<file path="src/rtl/fmrv32im_div_pkg.sv">
// Shared types and constants for the divide/remainder issue controller.
//   div_op_t   : RV32IM divide-class operation, encoding matches REQ_OP
//   state_t    : controller sequencing states
//   DIV_ZERO_Q : quotient returned for a zero divisor
//   INT_MIN    : most negative 32-bit signed value
package fmrv32im_div_pkg;

    typedef enum logic [1:0] {
        DIV  = 2'd0,
        DIVU = 2'd1,
        REM  = 2'd2,
        REMU = 2'd3
    } div_op_t;

    typedef enum logic [2:0] {
        S_IDLE  = 3'd0,
        S_ISSUE = 3'd1,
        S_WAIT  = 3'd2,
        S_CAP   = 3'd3,
        S_RESP  = 3'd4,
        S_DRAIN = 3'd5
    } state_t;

    localparam logic [31:0] DIV_ZERO_Q = 32'hFFFF_FFFF;
    localparam logic [31:0] INT_MIN    = 32'h8000_0000;

endpackage

</file>
<file path="src/rtl/fmrv32im_div_fast.sv">
// Combinational detector for divide cases with an architecturally fixed
// result, so they never need the multi-cycle divider.
//   op   in  : requested operation
//   rs1  in  : dividend
//   rs2  in  : divisor
//   hit  out : request resolves locally
//   data out : local result, valid when hit=1
module fmrv32im_div_fast
    import fmrv32im_div_pkg::*;
(
    input  div_op_t     op,
    input  logic [31:0] rs1,
    input  logic [31:0] rs2,
    output logic        hit,
    output logic [31:0] data
);

    logic ovf;

    // Signed overflow only exists for INT_MIN / -1.
    assign ovf = (rs1 == INT_MIN) && (rs2 == '1);

    always_comb begin
        hit  = 1'b0;
        data = '0;
        if (rs2 == '0) begin
            hit  = 1'b1;
            data = ((op == DIV) || (op == DIVU)) ? DIV_ZERO_Q : rs1;
        end else if (ovf && (op == DIV)) begin
            hit  = 1'b1;
            data = INT_MIN;
        end else if (ovf && (op == REM)) begin
            hit  = 1'b1;
            data = '0;
        end
    end

endmodule

</file>
<file path="src/rtl/fmrv32im_div_ctrl.sv">
// Issue/return sequencer between the execute stage and the multi-cycle
// divider. Resolves special cases locally, serves repeats from a one-entry
// result cache, otherwise pulses the divider and returns its result.
//   REQ_*      : request handshake, op, operands and destination index
//   FLUSH      : discard in-flight request and any pending result
//   DIV_INST_* : one-cycle start pulses; DIV_RS1/DIV_RS2 operands
//   DIV_WAIT/DIV_READY/DIV_RD : divider status and result
//   RES_*      : result handshake, data and destination index
module fmrv32im_div_ctrl
    import fmrv32im_div_pkg::*;
#(
    parameter int unsigned FAST_EN  = 1,
    parameter int unsigned CACHE_EN = 1
) (
    input  logic        RST_N,
    input  logic        CLK,
    input  logic        REQ_VALID,
    output logic        REQ_READY,
    input  logic [1:0]  REQ_OP,
    input  logic [31:0] REQ_RS1,
    input  logic [31:0] REQ_RS2,
    input  logic [4:0]  REQ_RD,
    input  logic        FLUSH,
    output logic        DIV_INST_DIV,
    output logic        DIV_INST_DIVU,
    output logic        DIV_INST_REM,
    output logic        DIV_INST_REMU,
    output logic [31:0] DIV_RS1,
    output logic [31:0] DIV_RS2,
    input  logic        DIV_WAIT,
    input  logic        DIV_READY,
    input  logic [31:0] DIV_RD,
    output logic        RES_VALID,
    input  logic        RES_READY,
    output logic [31:0] RES_DATA,
    output logic [4:0]  RES_RD
);

    state_t      state_q, state_d;
    logic        drain_rdy_q, drain_rdy_d;
    div_op_t     op_q, op_d;
    logic [31:0] rs1_q, rs1_d, rs2_q, rs2_d;
    logic [4:0]  rd_q, rd_d;
    logic [31:0] res_data_q, res_data_d;
    logic        cache_vld_q, cache_vld_d;
    div_op_t     cache_op_q, cache_op_d;
    logic [31:0] cache_rs1_q, cache_rs1_d, cache_rs2_q, cache_rs2_d;
    logic [31:0] cache_data_q, cache_data_d;

    div_op_t     req_op;
    logic        fast_hit_raw, fast_hit, cache_hit, accept, pulse;
    logic [31:0] fast_data;

    assign req_op = div_op_t'(REQ_OP);

    fmrv32im_div_fast u_fast (
        .op   (req_op),
        .rs1  (REQ_RS1),
        .rs2  (REQ_RS2),
        .hit  (fast_hit_raw),
        .data (fast_data)
    );

    assign fast_hit  = (FAST_EN != 0) && fast_hit_raw;
    assign cache_hit = (CACHE_EN != 0) && cache_vld_q && (cache_op_q == req_op)
                       && (cache_rs1_q == REQ_RS1) && (cache_rs2_q == REQ_RS2);
    assign accept    = REQ_VALID && (state_q == S_IDLE) && !FLUSH;
    assign pulse     = (state_q == S_ISSUE) && !DIV_WAIT;

    always_ff @(posedge CLK or negedge RST_N) begin
        if (!RST_N) begin
            state_q      <= S_IDLE;
            drain_rdy_q  <= 1'b0;
            op_q         <= DIV;
            rs1_q        <= '0;
            rs2_q        <= '0;
            rd_q         <= '0;
            res_data_q   <= '0;
            cache_vld_q  <= 1'b0;
            cache_op_q   <= DIV;
            cache_rs1_q  <= '0;
            cache_rs2_q  <= '0;
            cache_data_q <= '0;
        end else begin
            state_q      <= state_d;
            drain_rdy_q  <= drain_rdy_d;
            op_q         <= op_d;
            rs1_q        <= rs1_d;
            rs2_q        <= rs2_d;
            rd_q         <= rd_d;
            res_data_q   <= res_data_d;
            cache_vld_q  <= cache_vld_d;
            cache_op_q   <= cache_op_d;
            cache_rs1_q  <= cache_rs1_d;
            cache_rs2_q  <= cache_rs2_d;
            cache_data_q <= cache_data_d;
        end
    end

    // drain_rdy marks that DIV_READY has been seen; the following cycle
    // carries the discarded DIV_RD, after which the divider is idle again.
    always_comb begin
        state_d     = state_q;
        drain_rdy_d = 1'b0;
        case (state_q)
            S_IDLE:
                if (accept) state_d = (fast_hit || cache_hit) ? S_RESP : S_ISSUE;
            S_ISSUE:
                if (FLUSH)      state_d = pulse ? S_DRAIN : S_IDLE;
                else if (pulse) state_d = S_WAIT;
            S_WAIT:
                if (FLUSH) begin
                    state_d     = S_DRAIN;
                    drain_rdy_d = DIV_READY;
                end else if (DIV_READY) begin
                    state_d = S_CAP;
                end
            S_CAP:
                if (FLUSH) begin
                    state_d     = S_DRAIN;
                    drain_rdy_d = 1'b1;
                end else begin
                    state_d = S_RESP;
                end
            S_RESP:
                if (FLUSH || RES_READY) state_d = S_IDLE;
            S_DRAIN:
                if (drain_rdy_q) state_d = S_IDLE;
                else             drain_rdy_d = DIV_READY;
            default:
                state_d = S_IDLE;
        endcase
    end

    always_comb begin
        op_d         = op_q;
        rs1_d        = rs1_q;
        rs2_d        = rs2_q;
        rd_d         = rd_q;
        res_data_d   = res_data_q;
        cache_vld_d  = cache_vld_q;
        cache_op_d   = cache_op_q;
        cache_rs1_d  = cache_rs1_q;
        cache_rs2_d  = cache_rs2_q;
        cache_data_d = cache_data_q;
        if (accept) begin
            op_d  = req_op;
            rs1_d = REQ_RS1;
            rs2_d = REQ_RS2;
            rd_d  = REQ_RD;
            if (fast_hit)       res_data_d = fast_data;
            else if (cache_hit) res_data_d = cache_data_q;
        end
        if ((state_q == S_CAP) && !FLUSH) begin
            res_data_d   = DIV_RD;
            cache_vld_d  = 1'b1;
            cache_op_d   = op_q;
            cache_rs1_d  = rs1_q;
            cache_rs2_d  = rs2_q;
            cache_data_d = DIV_RD;
        end
    end

    always_comb begin
        REQ_READY     = (state_q == S_IDLE);
        RES_VALID     = (state_q == S_RESP) && !FLUSH;
        RES_DATA      = res_data_q;
        RES_RD        = rd_q;
        DIV_RS1       = rs1_q;
        DIV_RS2       = rs2_q;
        DIV_INST_DIV  = pulse && (op_q == DIV);
        DIV_INST_DIVU = pulse && (op_q == DIVU);
        DIV_INST_REM  = pulse && (op_q == REM);
        DIV_INST_REMU = pulse && (op_q == REMU);
    end

endmodule
</file>
<file path="config.mk">
export PLATFORM = sky130hd
export DESIGN_NAME = fmrv32im_div_ctrl
export DESIGN_NICKNAME = d
export VERILOG_FILES = /design/src/rtl/fmrv32im_div_pkg.sv /design/src/rtl/fmrv32im_div_fast.sv /design/src/rtl/fmrv32im_div_ctrl.sv
export SDC_FILE = /design/constraint.sdc
export NUM_CORES = 1
export LEC_CHECK = 0
export ABC_CLOCK_PERIOD_IN_PS = 5400
export CAP_MARGIN = 20
export CORE_ASPECT_RATIO = 0.5
export CORE_MARGIN = 2
export CORE_UTILIZATION = 56
export CTS_CLUSTER_DIAMETER = 40
export DETAILED_ROUTE_END_ITERATION = 10
export GPL_TIMING_DRIVEN = 0
export HOLD_SLACK_MARGIN = 0.1
export PLACE_DENSITY = 0.92
export SLEW_MARGIN = 25
export SYNTH_ARGS = -nofsm -noshare
export SYNTH_HDL_FRONTEND = slang
export SYNTH_HIERARCHICAL = 1
export SYNTH_SLANG_ARGS = --single-unit
</file>
<file path="constraint.sdc">
create_clock -name CLK -period 5.4 [get_ports CLK]
set_input_delay 0.54 -clock CLK [delete_from_list [all_inputs] [get_ports CLK]]
set_output_delay 0.54 -clock CLK [all_outputs]
set_load 0.02 [all_outputs]
</file>
==> flow_summary.yaml <==
run_status:
  status: "finished clean"
grt:
  grt_pass1_vias: 10300
  grt_overflow: 0
  grt_max_degree: 83
  grt_pass1_wl_mm: 55.9
  antenna_found_initial: 1
  track_usage_pct: 36.1
place:
  place_hpwl_mm: 27.5
  place.gp.congestion: 0.951
  dp.cells: 1747
  portBuffers: 215
setup_path:
  path_max_fanout: 10
  startpoint_type: "input port"
  r2r_end: "RES_DATA[29]"
  cp_slowest_stage_delay_ns: 0.94
  cp_num_cells: 10
  startpoint: "REQ_RS1[19]"
  r2r_cells: 7
  path_buf_inv: 3
  critical_path.top_delay_family: "buffers and inverters"
  r2r-start: "cache_rs1_q[9]"
  crit_path_end_kind: "flop"
  crit_required_ns: 5.79
  crit_top_cell: "clkbuf_1"
  endpoint: "RES_DATA[20]"
  cp_slowest_cell: "nor4_1"
  crit_type: "input port to flop"
  arrival_ns: 4.76
  crit_chain: "clkdlybuf4s50_1, or2_2, nor4_1, nand3_1, o21ai_1, clkbuf_1, clkbuf_1, mux2i_1, nand2_1, a221o_1"
  reg2reg_slack_ns: 2.76
synth:
  netlist_area_mm2: 0.0106
  syn_avg_cell_area_um2: 8.35
  synth_warnings: 6
  synthFlopType: "dfrtp_1"
  ys_seq_area_share_pct: 48.5
  ys_ff_latch: 206
  synth_cell_types: 50
  synth-edff-count: 0
  synth_cells: 1271
  synth_fp_nets: 1381
  async_reset_ff_share_pct: 100
clocking:
  cts_resized: 0
  postCtsSetupBuffers: 0
  htreeDepth: 1
  numCtsBuffers: 20
  cts_root_buffer: "clkbuf_16"
  path_clk_slew_ns: 0.06
  clk_latency_ns: 0.50
  cts_tree: "yes"
  clock_sinks: 206
  clock_path_buffers: 3
drt:
  routed_wl_mm: 36.8
  wl_per_cell_um: 20.6
  dr.pass1.iters: 6
  viasPerCell: 5.93
  vias: 10600
  drc: 0
  first_iter_violations: 974
  ant_nets: 0
layout:
  diodes: 0
  nets: 1621
  area_growth_pct: 30.4
  fin_cells: 1784
  drive_gt1_share_pct: 5.38
sta:
  period_needed_ns: 4.38
  final.setup_skew_ns: 0.0202
  rsz0062_at_grt: "no"
  relSlewSlack_pct: 25.4
  tns_ns: 0
  fin_crit_sh_pct: 81.0
  hold_viol_final: 0
  finalSetupViolCount: 0
  max_freq_mhz: 229
  drv_slew: 0
  worst_pin_slew_ns: 1.11
power:
  leakage_nw: 6.49
  vdd_drop_max_v: 0.000374
  powerDensity_mw_per_mm2: 477
floorplan:
  core-area_mm2: 0.0185
  die_height_um: 101
  start_util_pct: 57.5
  die_x_um: 199
  die-area_mm2: 0.0201
  ios: 217
  row_count: 35
flow_run:
  drv_cap: 0
worst_hold_path:
  holdCritPathClass: "input port to flop"
[routing by layer]
layer	track usage, %	up-vias	routed length [um]
met5	0	-	0
met4	10.2	0	937
met3	6.09	92	3640
met2	56.7	642	16500
met1	52.4	5137	15700
li1	-	4706	-
[kinds of logic after synthesis]
logic type,Yosys count,synth area share [%]
AOI/OAI and AO/OA,151,9.38
muxes,35,3.30
DFF,206,48.5
xor gates and xnor gates,50,4.12
buffers and inverters,115,4.89
and+or+nand+nor,714,29.8
[report_power, final]
part	total (mW)	switching [mW]	internal (mW)
sequential	2.58	0.461	2.12
clock	1.47	0.617	0.858
combinational	2.55	1.47	1.08
[state kept, by name (all words and copies together) (netlist names)]
name          cells
DIV_RS1          32
cache_op_q        2
RES_RD            5
state_q           3
cache_rs1_q      32
DIV_RS2          32
RES_DATA         32
cache_rs2_q      32
cache_vld_q       1
cache_data_q     32
drain_rdy_q       1
op_q              2
[through the flow]
stage / power (mW) / utilization, % / hold WS (ns) / setup slack (ns) / cell area [um^2]
2_1_floorplan: 3.92 / - / 0.244 / 2.27 / 10600
3_3_place_gp: 4.96 / 70.9 / 0.444 / -4.43 / 13100
3_5_place_dp: 5.09 / 71.2 / 0.449 / 0.844 / 13200
4_1_cts: 6.57 / 74.9 / 0.336 / 1.33 / 13800
5_1_grt: 6.91 / 74.9 / 0.353 / 1.03 / 13800
6_report: 6.60 / 74.9 / 0.352 / 1.02 / 13800
[how the worst min path moves through the flow]
stage / from / to / slack, ns / cells past startpoint
2_1_floorplan: RST_N / DIV_RS1[0] / 0.24 / 0
3_3_place_gp: cache_vld_q / cache_vld_q / 0.44 / 1
3_5_place_dp: cache_vld_q / cache_vld_q / 0.45 / 1
4_1_cts: FLUSH / state_q[1] / 0.34 / 2
5_1_grt: FLUSH / state_q[1] / 0.35 / 2
6_report: FLUSH / state_q[1] / 0.35 / 2
[synth_stat cells (2+ instances only)]
library cell | instances | area share (%)
a21oi_1 | 56 | 2.6
a21oi_2 | 9 | 0.74
a221o_1 | 32 | 3.0
and2_1 | 2 | 0.12
and3_1 | 34 | 2.0
and3b_1 | 3 | 0.25
buf_1 | 2 | 0.071
buf_2 | 22 | 1.0
buf_4 | 4 | 0.28
buf_6 | 6 | 0.64
clkbuf_1 | 44 | 1.6
dfrtp_1 | 206 | 49
inv_1 | 37 | 1.3
mux2i_1 | 35 | 3.3
nand2_1 | 536 | 19
nand2b_1 | 32 | 1.9
nand3_1 | 7 | 0.33
nand3b_1 | 2 | 0.14
nand4_1 | 38 | 2.2
nand4_2 | 3 | 0.35
nand4b_1 | 2 | 0.16
nor2_1 | 7 | 0.25
nor2b_1 | 4 | 0.24
nor3_1 | 6 | 0.28
nor3b_1 | 2 | 0.14
nor4_1 | 23 | 1.4
nor4_2 | 2 | 0.24
o2111ai_1 | 4 | 0.33
o21ai_0 | 40 | 1.9
or2_2 | 2 | 0.12
or4_1 | 2 | 0.14
xnor2_1 | 49 | 4.0
[cell usage in the layout, fill, tap and decap left out, types with 3 or more instances in the layout]
cell and count:
nand2_1 536, clkdlybuf4s50_1 214, dfrtp_1 206, a21oi_1 56, clkbuf_1 51, xnor2_1 49, o21ai_0 40, nand4_1 38
inv_1 37, mux2i_1 35, and3_1 34, nand2b_1 32, a221o_1 32, nor4_1 23, buf_2 22, clkbuf_16 21
a21oi_2 9, nor2_1 7, nand3_1 7, nor3_1 6, buf_6 6, nor2b_1 4, buf_4 4, o2111ai_1 4
and3b_1 3, nand4_2 3, clkbuf_8 3
[area by class of cell]
| class | instances | area [um^2] |
|---|---|---|
| flip-flops and latches | 206 | 5150 |
| multi-input cells | 950 | 4940 |
| fillers | 1305 | 4630 |
| repair buffers | 218 | 2220 |
| clock buffers | 31 | 593 |
| plain buffers | 78 | 380 |
| well taps | 259 | 324 |
| inverters | 37 | 139 |
| clock inverters | 5 | 88.8 |
[repair_timing]
action,CTS,global route
setup endpoints to repair,0,0
hold buffers,1,0
endpoints found under the hold margin,60,0
No activity file was read; power rests on OpenSTA's default activity.
